`config.mk`:
```
export PLATFORM = sky130hd
export DESIGN_NAME = h14tx_clk_rst_ctrl_flat
export DESIGN_NICKNAME = d
export VERILOG_FILES = /design/src/rtl/h14tx_clk_rst_ctrl_if.sv /design/src/rtl/h14tx_clk_rst_ctrl.sv /design/src/flat_wrapper.sv
export SDC_FILE = /design/constraint.sdc
export NUM_CORES = 1
export LEC_CHECK = 0
export ABC_AREA = 1
export BUFFER_PORTS_ARGS = -buffer_cell sky130_fd_sc_hd__buf_4
export CORE_MARGIN = 5
export CORE_UTILIZATION = 43
export DETAILED_ROUTE_END_ITERATION = 12
export GPL_TIMING_DRIVEN = 0
export PLACE_DENSITY = 0.58
export SYNTH_ARGS = -nofsm -noshare
export SYNTH_HDL_FRONTEND = slang
export SYNTH_SLANG_ARGS = --single-unit
export TNS_END_PERCENT = 50
```
`constraint.sdc`:
```
create_clock -name ref_clk_70mhz -period 3.59 [get_ports ref_clk_70mhz]
set_input_delay 0.718 -clock ref_clk_70mhz [delete_from_list [all_inputs] [get_ports ref_clk_70mhz]]
set_output_delay 0.718 -clock ref_clk_70mhz [all_outputs]
set_load 0.05 [all_outputs]
```
`src/rtl/h14tx_clk_rst_ctrl_if.sv`:
```
`default_nettype none
// ============================================================================
// Module      : h14tx_clk_rst_ctrl_if
// Description : PLL lock / link reset signal bundle for h14tx_clk_rst_ctrl.
//               Optional lock_loss_cnt member under H14TX_CLK_RST_LOSS_CNT_EN.
// Revision    : 1.0 - initial release
// ============================================================================
interface h14tx_clk_rst_ctrl_if #(
    parameter int MAX_RETRIES = 8
) ();
    localparam int c_retry_w = $clog2(MAX_RETRIES + 1) + 1;

    logic                 pll_lock;
    logic                 pll_rst_n;
    logic                 link_rst;
    logic                 link_ready;
    logic                 pll_fail;
    logic [c_retry_w-1:0] retry_cnt;
`ifdef H14TX_CLK_RST_LOSS_CNT_EN
    logic [7:0]           lock_loss_cnt;

    modport master (
        input  pll_lock,
        output pll_rst_n, link_rst, link_ready, pll_fail, retry_cnt, lock_loss_cnt
    );
    modport slave (
        output pll_lock,
        input  pll_rst_n, link_rst, link_ready, pll_fail, retry_cnt, lock_loss_cnt
    );
`else
    modport master (
        input  pll_lock,
        output pll_rst_n, link_rst, link_ready, pll_fail, retry_cnt
    );
    modport slave (
        output pll_lock,
        input  pll_rst_n, link_rst, link_ready, pll_fail, retry_cnt
    );
`endif
endinterface
`default_nettype wire

```
`src/rtl/h14tx_clk_rst_ctrl.sv`:
```
`default_nettype none
// ============================================================================
// Module      : h14tx_clk_rst_ctrl
// Description : HDMI TX PLL reset/lock supervisor with bounded retries.
//               Optional RUN lock-loss counter: H14TX_CLK_RST_LOSS_CNT_EN.
// Revision    : 1.0 - initial release
// ============================================================================
module h14tx_clk_rst_ctrl #(
    parameter int PLL_RST_CYCLES      = 16,
    parameter int LOCK_TIMEOUT_CYCLES = 70000,
    parameter int STABLE_CYCLES       = 7000,
    parameter int MAX_RETRIES         = 8
) (
    input  wire                  ref_clk_70mhz,
    input  wire                  rst,
    h14tx_clk_rst_ctrl_if.master bus
);
    localparam int c_retry_w = $clog2(MAX_RETRIES + 1) + 1;
    localparam int c_max_ab  = (LOCK_TIMEOUT_CYCLES > STABLE_CYCLES) ? LOCK_TIMEOUT_CYCLES : STABLE_CYCLES;
    localparam int c_cnt_max = (c_max_ab > PLL_RST_CYCLES) ? c_max_ab : PLL_RST_CYCLES;
    localparam int c_cnt_w   = $clog2(c_cnt_max + 1);

    localparam logic [c_cnt_w-1:0]   c_pll_last     = c_cnt_w'(PLL_RST_CYCLES - 1);
    localparam logic [c_cnt_w-1:0]   c_timeout_last = c_cnt_w'(LOCK_TIMEOUT_CYCLES - 1);
    localparam logic [c_cnt_w-1:0]   c_stable_last  = c_cnt_w'(STABLE_CYCLES - 1);
    localparam logic [c_retry_w-1:0] c_max_retries  = c_retry_w'(MAX_RETRIES);
    localparam logic [c_retry_w-1:0] c_retry_sat    = c_retry_w'(MAX_RETRIES + 1);

    localparam logic [2:0] c_st_pll_rst   = 3'd0;
    localparam logic [2:0] c_st_wait_lock = 3'd1;
    localparam logic [2:0] c_st_stabilize = 3'd2;
    localparam logic [2:0] c_st_run       = 3'd3;
    localparam logic [2:0] c_st_fail      = 3'd4;

    logic                 r_lock_meta;
    logic                 r_lock_s;
    logic [2:0]           r_state;
    logic [2:0]           w_state_nxt;
    logic [c_cnt_w-1:0]   r_cnt;
    logic [c_cnt_w-1:0]   w_cnt_nxt;
    logic [c_retry_w-1:0] r_retry_cnt;
    logic [c_retry_w-1:0] w_retry_nxt;
    logic                 r_pll_rst_n;
    logic                 r_link_rst;
    logic                 r_link_ready;
    logic                 r_pll_fail;
    logic                 w_pll_rst_n;
    logic                 w_link_rst;
    logic                 w_link_ready;
    logic                 w_pll_fail;

    // State, counter and output flops; outputs are decoded from the next state
    // so they change on the same edge as the state register.
    always_ff @(posedge ref_clk_70mhz) begin
        if (rst) begin
            r_lock_meta  <= 1'b0;
            r_lock_s     <= 1'b0;
            r_state      <= c_st_pll_rst;
            r_cnt        <= '0;
            r_retry_cnt  <= '0;
            r_pll_rst_n  <= 1'b0;
            r_link_rst   <= 1'b1;
            r_link_ready <= 1'b0;
            r_pll_fail   <= 1'b0;
        end else begin
            r_lock_meta  <= bus.pll_lock;
            r_lock_s     <= r_lock_meta;
            r_state      <= w_state_nxt;
            r_cnt        <= w_cnt_nxt;
            r_retry_cnt  <= w_retry_nxt;
            r_pll_rst_n  <= w_pll_rst_n;
            r_link_rst   <= w_link_rst;
            r_link_ready <= w_link_ready;
            r_pll_fail   <= w_pll_fail;
        end
    end

    always_comb begin
        w_state_nxt = r_state;
        w_cnt_nxt   = r_cnt;
        w_retry_nxt = r_retry_cnt;
        case (r_state)
            c_st_pll_rst: begin
                if (r_cnt == c_pll_last) begin
                    w_state_nxt = c_st_wait_lock;
                    w_cnt_nxt   = '0;
                end else begin
                    w_cnt_nxt = r_cnt + 1'b1;
                end
            end
            c_st_wait_lock: begin
                // Lock takes priority over a timeout landing on the same cycle.
                if (r_lock_s) begin
                    w_state_nxt = c_st_stabilize;
                    w_cnt_nxt   = '0;
                end else if (r_cnt == c_timeout_last) begin
                    w_cnt_nxt = '0;
                    if (r_retry_cnt < c_max_retries) begin
                        w_retry_nxt = r_retry_cnt + 1'b1;
                        w_state_nxt = c_st_pll_rst;
                    end else begin
                        w_state_nxt = c_st_fail;
                    end
                end else begin
                    w_cnt_nxt = r_cnt + 1'b1;
                end
            end
            c_st_stabilize: begin
                if (!r_lock_s) begin
                    w_state_nxt = c_st_wait_lock;
                    w_cnt_nxt   = '0;
                end else if (r_cnt == c_stable_last) begin
                    w_state_nxt = c_st_run;
                    w_cnt_nxt   = '0;
                end else begin
                    w_cnt_nxt = r_cnt + 1'b1;
                end
            end
            c_st_run: begin
                if (!r_lock_s) begin
                    w_state_nxt = c_st_pll_rst;
                    w_cnt_nxt   = '0;
                    if (r_retry_cnt != c_retry_sat) begin
                        w_retry_nxt = r_retry_cnt + 1'b1;
                    end
                end
            end
            c_st_fail: begin
                w_state_nxt = c_st_fail;
            end
            default: begin
                w_state_nxt = c_st_pll_rst;
                w_cnt_nxt   = '0;
            end
        endcase
    end

    always_comb begin
        w_pll_rst_n  = 1'b1;
        w_link_rst   = 1'b1;
        w_link_ready = 1'b0;
        w_pll_fail   = 1'b0;
        case (w_state_nxt)
            c_st_pll_rst: w_pll_rst_n = 1'b0;
            c_st_run: begin
                w_link_rst   = 1'b0;
                w_link_ready = 1'b1;
            end
            c_st_fail: begin
                w_pll_rst_n = 1'b0;
                w_pll_fail  = 1'b1;
            end
            default: ;
        endcase
    end

    assign bus.pll_rst_n  = r_pll_rst_n;
    assign bus.link_rst   = r_link_rst;
    assign bus.link_ready = r_link_ready;
    assign bus.pll_fail   = r_pll_fail;
    assign bus.retry_cnt  = r_retry_cnt;

`ifdef H14TX_CLK_RST_LOSS_CNT_EN
    logic [7:0] r_lock_loss_cnt;

    always_ff @(posedge ref_clk_70mhz) begin
        if (rst) begin
            r_lock_loss_cnt <= 8'd0;
        end else if ((r_state == c_st_run) && !r_lock_s && (r_lock_loss_cnt != 8'hFF)) begin
            r_lock_loss_cnt <= r_lock_loss_cnt + 8'd1;
        end
    end

    assign bus.lock_loss_cnt = r_lock_loss_cnt;
`endif

endmodule
`default_nettype wire

```
`src/flat_wrapper.sv`:
```
// flat-port wrapper written by rule: the top's interface ports become plain ports
module h14tx_clk_rst_ctrl_flat 
#(
    parameter int PLL_RST_CYCLES      = 16,
    parameter int LOCK_TIMEOUT_CYCLES = 70000,
    parameter int STABLE_CYCLES       = 7000,
    parameter int MAX_RETRIES         = 8
)
  (ref_clk_70mhz, rst, bus_pll_lock, bus_pll_rst_n, bus_link_rst, bus_link_ready, bus_pll_fail, bus_retry_cnt);
  h14tx_clk_rst_ctrl_if #(.MAX_RETRIES(MAX_RETRIES)) bus_i ();
  input  wire ref_clk_70mhz;
  input  wire rst;
  input wire logic [$bits(bus_i.pll_lock)-1:0] bus_pll_lock;
  output wire logic [$bits(bus_i.pll_rst_n)-1:0] bus_pll_rst_n;
  output wire logic [$bits(bus_i.link_rst)-1:0] bus_link_rst;
  output wire logic [$bits(bus_i.link_ready)-1:0] bus_link_ready;
  output wire logic [$bits(bus_i.pll_fail)-1:0] bus_pll_fail;
  output wire logic [$bits(bus_i.retry_cnt)-1:0] bus_retry_cnt;
  assign bus_i.pll_lock = bus_pll_lock;
  assign bus_pll_rst_n = bus_i.pll_rst_n;
  assign bus_link_rst = bus_i.link_rst;
  assign bus_link_ready = bus_i.link_ready;
  assign bus_pll_fail = bus_i.pll_fail;
  assign bus_retry_cnt = bus_i.retry_cnt;
  h14tx_clk_rst_ctrl #(.PLL_RST_CYCLES(PLL_RST_CYCLES), .LOCK_TIMEOUT_CYCLES(LOCK_TIMEOUT_CYCLES), .STABLE_CYCLES(STABLE_CYCLES), .MAX_RETRIES(MAX_RETRIES)) u_core (.ref_clk_70mhz(ref_clk_70mhz), .rst(rst), .bus(bus_i));
endmodule
```
==> flow_metrics.env, run 1 <==
export IMPL_crit_type="flop to flop"
export IMPL_cts_setup_buffers=0
export IMPL_clkLatencyLatePin_ns=0.29
export IMPL_crit_arrival_ns=1.99
export IMPL_cts_buffers=5
export IMPL_power_mw=0.6793
export IMPL_min_delay_path_depth=2
export IMPL_crit_top_cell="nand2_1"
export IMPL_postSynthCellCount=263
export IMPL_via_count=1665
export IMPL_reg2reg_slack_ns=1.77
export IMPL_rows=23
export IMPL_io_buffers=10
export IMPL_drt_iter0_drc=132
export IMPL_finalHoldViolations=0
export IMPL_hold_end="u_core.r_lock_s"
export IMPL_routedWlPerCell_um=12.35
export IMPL_postCtsResizedCells=0
export IMPL_cts_root_buf="clkbuf_8"
export IMPL_r2r_cells=10
export IMPL_status="finished clean"
export IMPL_synth_avg_cell_area_sq_um=6.694
export IMPL_path_clk_slew_ns=0.07
export IMPL_placedCellCount=323
export IMPL_leakage_nw=0.8427
export IMPL_path_cells="ha_1 -> nand2_1 -> inv_1 -> nand2_1 -> nor2_1 -> nand3_1 -> nand2_1 -> nand3_2 -> o21ai_2 -> nor2_1"
export IMPL_clockBufferDepth=2
export IMPL_drv_cap=0
export IMPL_hold_start="u_core.r_lock_meta"
export IMPL_setup_viol=0
export IMPL_start_util=0.4433
export IMPL_ys_seq_elements=31
export IMPL_netlist_area_sq_um=1760
export IMPL_grt_pass1_vias=1466
export IMPL_synth_nets=269
export IMPL_async_flop_share=0
export IMPL_fin_cells=331
export IMPL_gp_congestion=0.8881
export IMPL_grt_pass1_wl_um=6996
export IMPL_dp_slack_ns=1.793
export IMPL_finalCritPeriodShare=0.5076
export IMPL_antenna_found_initial=0
export IMPL_slew_violations=0
export IMPL_die_x_um=73.99
export IMPL_grt_max_degree=11
export IMPL_drive_above_1_share=0.1423
export IMPL_ctsHoldBuffers=0
export IMPL_end_kind="flop"
export IMPL_final_setup_worst_slack_ns=1.768
export IMPL_r2r_start="u_core.r_cnt[0]"
export IMPL_cts_sinks=31
export IMPL_worstPathRequired_ns=3.76
export IMPL_rsz0062_at_grt="false"
export IMPL_slowest_delay_ns=0.37
export IMPL_yosysSeqAreaShare=0.3525
export IMPL_overflow=0
export IMPL_path_max_fanout=5
export IMPL_powerDensity_nw_per_um2=339.3
export IMPL_drt_first_pass_iters=4
export IMPL_avgViaCountPerCell=5.030
export IMPL_finalCriticalPeriod_ns=1.822
export IMPL_tightest_slew_ns=0.4572
export IMPL_r2r_end="u_core.r_cnt[12]"
export IMPL_critPathLaunch="u_core.r_cnt[0]"
export IMPL_core_sq_um=3971
export IMPL_holdCritPathClass="flop to flop"
export IMPL_slew_headroom=0.6952
export IMPL_die_area_sq_um=5474
export IMPL_ir_drop_uv=190.0
export IMPL_syn2layout_area_growth_pct=13.72
export IMPL_grt_total_usage=0.1681
export IMPL_cp_slowest_cell="dfxtp_1"
export IMPL_ys_warn_count=0
export IMPL_postRouteAntennaNets=0
export IMPL_nNetsFinal=286
export IMPL_drc=0
export IMPL_finalWirelength_um=4089
export IMPL_die_h_um=73.99
export IMPL_startpoint_type="flop"
export IMPL_htree_num_levels=2
export IMPL_dp_hpwl_um=2925
export IMPL_synth_cell_type_count=29
export IMPL_cts_tree="built"
export IMPL_ioPinCount=12
export IMPL_antennaDiodeCount=0
export IMPL_final_setup_skew_ns=0.005293
export IMPL_synth_edf_count=0
export IMPL_ys_flop_type="dfxtp_1"
export IMPL_setup_tns_ns=0
export IMPL_fmax_mhz=548.8
[Yosys cell counts (2+ instances only)]
cell | n | area [sq um]
dfxtp_1 | 31 | 620.6
nand3_2 | 2 | 20.02
nor3_1 | 7 | 35.03
xnor2_1 | 3 | 26.28
nor2_1 | 38 | 142.6
o21ai_0 | 3 | 15.01
nand4_1 | 8 | 50.05
ha_1 | 3 | 37.54
nand2_1 | 62 | 232.7
inv_1 | 27 | 101.4
a21oi_1 | 19 | 95.09
nand3_1 | 26 | 130.1
nor4_1 | 2 | 12.51
nand2_2 | 4 | 25.02
nor2_2 | 5 | 31.28
xor2_1 | 8 | 70.07
inv_2 | 2 | 7.510
buf_6 | 2 | 22.52
[metal layers]
layer / global-route usage / routed length (um) / part of all wire / up-vias
li1: - / - / - / 884
met1: 0.2432 / 2014 / 0.49 / 724
met5: 0 / 0 / 0 / -
met4: 0.09256 / 134 / 0.033 / 0
met3: 0.04324 / 230 / 0.056 / 13
met2: 0.2244 / 1709 / 0.42 / 44
[worst max-delay path, delay by kind of cell (launching register included)]
family                   cells  cell delay, ns
flip-flops                   1            0.37
buffers and inverters        1            0.14
AND/OR/NAND/NOR              7            0.66
AO/OA/AOI/OAI                1            0.32
adder cells (fa/ha/maj)      1            0.22
[registers in the layout (all words and copies together), names as in the netlist]
signal	count
u_core.r_cnt	17
u_core.bus.retry_cnt	5
u_core.r_state	3
u_core.bus.link_ready	1
u_core.bus.link_rst	1
u_core.bus.pll_fail	1
u_core.bus.pll_rst_n	1
u_core.r_lock_meta	1
u_core.r_lock_s	1
[placed cells by master, fill, tap and decap left out, drive strengths merged]
cell	netlist	routed
nand2	66	66
nor2	43	43
dfxtp	31	31
inv	30	30
nand3	28	28
a21oi	20	20
buf	5	15
nand4	8	8
xor2	8	8
nor3	7	7
clkbuf	0	7
o21ai	4	4
xnor2	3	3
ha	3	3
nor4	3	3
or2	2	2
a22oi	1	1
clkinv	1	1
clkinvlp	0	1
[cell families (layout without fill, tap and decap cells)]
| kind of cell | after synthesis | count (layout) | share of synthesized area |
|---|---|---|---|
| buffers and inverters | 36 | 54 | 0.08955 |
| AO/OA/AOI/OAI | 25 | 25 | 0.07676 |
| flip-flops | 31 | 31 | 0.3525 |
| AND/OR/NAND/NOR | 157 | 157 | 0.4051 |
| adder cells (fa/ha/maj) | 3 | 3 | 0.02132 |
| XOR/XNOR | 11 | 11 | 0.05473 |
[worst max path at each step]
stage | end | slack, ns | cells after the start
global route | u_core.r_cnt[12] | 1.66 | 10
finish | u_core.r_cnt[12] | 1.77 | 10
global placement | u_core.r_cnt[12] | 1.82 | 10
detailed placement | u_core.r_cnt[12] | 1.79 | 10
CTS | u_core.r_cnt[12] | 1.77 | 10
floorplan | u_core.bus.retry_cnt[3] | 1.80 | 8
[stage by stage]
stage / utilization / hold WS, ns / area [sq um]
floorplan: - / 0.3883 / 1760
detailed placement: 0.4779 / 0.3957 / 1898
global route: 0.5041 / 0.4664 / 2002
finish: 0.5041 / 0.4035 / 2002
global placement: 0.4779 / 0.3933 / 1898
CTS: 0.5041 / 0.4048 / 2002
[power by group]
part | leakage, nW | total (mW) | switching (mW) | internal (mW)
combinational | 0.542 | 0.0184 | 0.0117 | 0.00676
sequential | 0.251 | 0.352 | 0.00390 | 0.348
clock | 0.0505 | 0.309 | 0.135 | 0.174
total | 0.843 | 0.679 | 0.150 | 0.529
[area by class of cell]
type	instances	area, sq um
Fill cell	399	1969
Tap cell	50	62.56
Timing Repair Buffer	10	75.07
Sequential cell	31	620.6
Clock buffer	7	96.34
Multi-Input combinational cell	196	982.2
Inverter	31	118.9
Clock inverter	1	7.507
Buffer	5	38.79
(Power assumes the default switching activity.)
==> inputs of run 2 (changes only) <==
--- a/config.mk
+++ b/config.mk
@@ -5,7 +5,7 @@
 export SDC_FILE = /design/constraint.sdc
 export NUM_CORES = 1
 export LEC_CHECK = 0
-export ABC_AREA = 1
+export ABC_AREA = 0
 export BUFFER_PORTS_ARGS = -buffer_cell sky130_fd_sc_hd__buf_4
 export CORE_MARGIN = 5
 export CORE_UTILIZATION = 43
==> constraint.sdc (replaced) <==
create_clock -name ref_clk_70mhz -period 1.89 [get_ports ref_clk_70mhz]
set_input_delay 0.378 -clock ref_clk_70mhz [delete_from_list [all_inputs] [get_ports ref_clk_70mhz]]
set_output_delay 0.378 -clock ref_clk_70mhz [all_outputs]
set_load 0.05 [all_outputs]
==> flow_metrics.env, run 2 <==
export IMPL_holdCritPathClass="input port to flop"
export IMPL_synth_area_leaders="dfxtp_1 37%, nor4_1 3.4%, nor2_1 3.1%"
export IMPL_slew_violations=0
export IMPL_synth_nets=203
export IMPL_clkLatencyLatePin_ns=0.29
export IMPL_path_clk_slew_ns=0.07
export IMPL_netlist_area_sq_um=1672
export IMPL_crit_type="flop to flop"
export IMPL_tightest_slew_ns=0.5493
export IMPL_layout_common_cells="23 x buf_4, 23 x dfxtp_1, 14 x nor2_1"
export IMPL_synth_adder_area_share=0.02246
export IMPL_postRouteAntennaNets=0
export IMPL_final_area_sq_um=2137
export IMPL_synth_mux_area_frac=0.02470
export IMPL_die_h_um=72.35
export IMPL_finalWirelength_um=4555
export IMPL_leakage_nw=0.7454
export IMPL_startpoint_type="flop"
export IMPL_setup_tns_ns=-3.917
export IMPL_synth_xor_area_share=0.02620
export IMPL_top_register="u_core.r_cnt"
export IMPL_drc=0
export IMPL_synth_top_area_frac=0.3713
export IMPL_syn2layout_area_growth_pct=27.84
export IMPL_largest_reg_flops=17
export IMPL_nNetsFinal=227
export IMPL_final_setup_worst_slack_ns=-0.2384
export IMPL_start_util=0.4498
export IMPL_drt_iter0_drc=206
export IMPL_avgViaCountPerCell=6.137
export IMPL_min_delay_path_depth=2
export IMPL_grt_pass1_vias=1464
export IMPL_worstPathRequired_ns=2.10
export IMPL_r2r_end="u_core.bus.retry_cnt[3]"
export IMPL_synth_common_cells="31 x dfxtp_1, 14 x nor2_1, 10 x clkbuf_1, 10 x nor3_1"
export IMPL_synth_edf_count=0
export IMPL_synth_compound_area_frac=0.1901
export IMPL_grt_total_usage=0.1770
export IMPL_drv_cap=0
export IMPL_async_flop_share=0
export IMPL_ioPinCount=12
export IMPL_synth_simple_gate_area_frac=0.3129
export IMPL_io_buffers=11
export IMPL_clockBufferDepth=2
export IMPL_final_setup_skew_ns=0.01052
export IMPL_powerDensity_nw_per_um2=579.9
export IMPL_finalCriticalPeriod_ns=2.128
export IMPL_rsz0062_at_grt="true"
export IMPL_grt_max_degree=11
export IMPL_r2r_cells=6
export IMPL_post_synth_top_count_cell="dfxtp_1"
export IMPL_ir_drop_uv=485.2
export IMPL_fmax_mhz=469.8
export IMPL_cts_root_buf="clkbuf_8"
export IMPL_routedWlPerCell_um=16.87
export IMPL_finalCritPeriodShare=1.126
export IMPL_cts_tree="built"
export IMPL_postSynthCellCount=197
export IMPL_dp_hpwl_um=2961
export IMPL_grt_pass1_wl_um=7217
export IMPL_hold_start="bus_pll_lock"
export IMPL_cts_sinks=31
export IMPL_cts_buffers=5
export IMPL_num_fill_cells=352
export IMPL_yosysSeqAreaShare=0.3713
export IMPL_htree_num_levels=2
export IMPL_overflow=0
export IMPL_via_count=1657
export IMPL_ys_seq_elements=31
export IMPL_drt_first_pass_iters=4
export IMPL_synth_cell_type_count=49
export IMPL_hold_end="u_core.r_lock_meta"
export IMPL_ys_flop_type="dfxtp_1"
export IMPL_synth_top_cell_by_area="dfxtp_1"
export IMPL_antenna_found_initial=0
export IMPL_slew_headroom=0.6338
export IMPL_violations="negative setup slack"
export IMPL_ys_warn_count=0
export IMPL_core_sq_um=3716
export IMPL_crit_arrival_ns=2.34
export IMPL_die_area_sq_um=5235
export IMPL_path_max_fanout=7
export IMPL_die_x_um=72.35
export IMPL_placed_cell_area_sq_um=1839
export IMPL_gp_congestion=0.8393
export IMPL_reg2reg_slack_ns=-0.24
export IMPL_synth_top_family_by_area="simple AND/OR/NAND/NOR gates"
export IMPL_r2r_start="u_core.r_cnt[14]"
export IMPL_rows=22
export IMPL_end_kind="flop"
export IMPL_drive_above_1_share=0.3108
export IMPL_finalHoldViolations=0
export IMPL_antennaDiodeCount=0
export IMPL_status="finished with violations"
export IMPL_setup_viol=26
export IMPL_fin_util=0.5751
export IMPL_synth_avg_cell_area_sq_um=8.485
-- run 2: cell types whose count changed after synthesis, sizes merged, moves of 7 or more --
cell,before,now
inv,30,8
nand3,28,8
a21oi,20,8
clkbuf,0,11
nor4,3,11
xor2,8,1
nand2,66,9
nor2,43,14
-- run 2: worst max path at each step --
stage | endpoint | from | depth (start not counted)
final | u_core.bus.retry_cnt[3] | u_core.r_cnt[14] | 6
after global routing | u_core.r_cnt[5] | u_core.r_cnt[14] | 7
after CTS | u_core.bus.retry_cnt[3] | u_core.r_cnt[14] | 6
after detailed placement | u_core.r_cnt[4] | u_core.r_cnt[0] | 7
after global placement | u_core.r_cnt[5] | u_core.r_cnt[0] | 7
after floorplan | u_core.bus.retry_cnt[3] | u_core.bus.retry_cnt[1] | 8
-- run 2: metal layers --
metal,GRT usage,vias up,routed length [um]
met5,0,-,0
met4,0.06263,0,82
met3,0.04294,10,258
met2,0.2781,49,2070
met1,0.2352,797,2143
li1,-,801,-
-- run 2: power breakdown --
group / internal, mW / leakage [nW] / switching (mW)
clock: 0.293 / 0.0482 / 0.241
combinational: 0.0158 / 0.442 / 0.0201
sequential: 0.656 / 0.255 / 0.0130
-- run 2: cell type report --
| cell class | count | area [sq um] | area share |
|---|---|---|---|
| clock inverters | 1 | 5.005 | 0.002342 |
| clock buffers | 7 | 86.33 | 0.04040 |
| multi-input cells | 144 | 1101 | 0.5152 |
| well taps | 48 | 60.06 | 0.02810 |
| flip-flops and latches | 31 | 640.6 | 0.2998 |
| inverters | 8 | 30.03 | 0.01405 |
| plain buffers | 11 | 63.81 | 0.02986 |
| repair buffers | 20 | 150.1 | 0.07026 |
-- run 2: logic make-up (layout without fill, tap and decap cells) --
logic type / count (synthesis) / after routing
adders and majority gates: 3 / 3
buffers and inverters: 22 / 47
xor gates and xnor gates: 5 / 5
muxes: 4 / 4
AOI/OAI and AO/OA: 45 / 45
DFF: 31 / 31
and+or+nand+nor: 87 / 87
-- run 2: repair_timing --
item,4_1_cts,5_1_grt
endpoints found under the setup margin,25,27
gates cloned,0,1
hold buffers,0,0
hold endpoints to repair,0,0
pin swaps,6,5
buffers inserted,5,3
resized for setup,24,22
-- run 2: worst max-delay path, cell delays in order (launching register included) --
cell and delay (ns):
dfxtp_4 0.34, or4_4 0.54, nor4_4 0.33, buf_4 0.20
a21oi_4 0.07, or4_1 0.41, a21oi_1 0.15
-- run 2: stage by stage --
stage	worst slack, ns	hold slack (ns)	power, mW	cells
after floorplan	-0.1032	0.4138	0.7010	197
after global placement	-0.4299	0.4289	0.7142	256
after detailed placement	-0.4610	0.4245	0.7155	256
after CTS	-0.2196	0.3217	1.253	268
after global routing	-0.2523	0.3468	1.291	270
final	-0.2384	0.3220	1.239	270
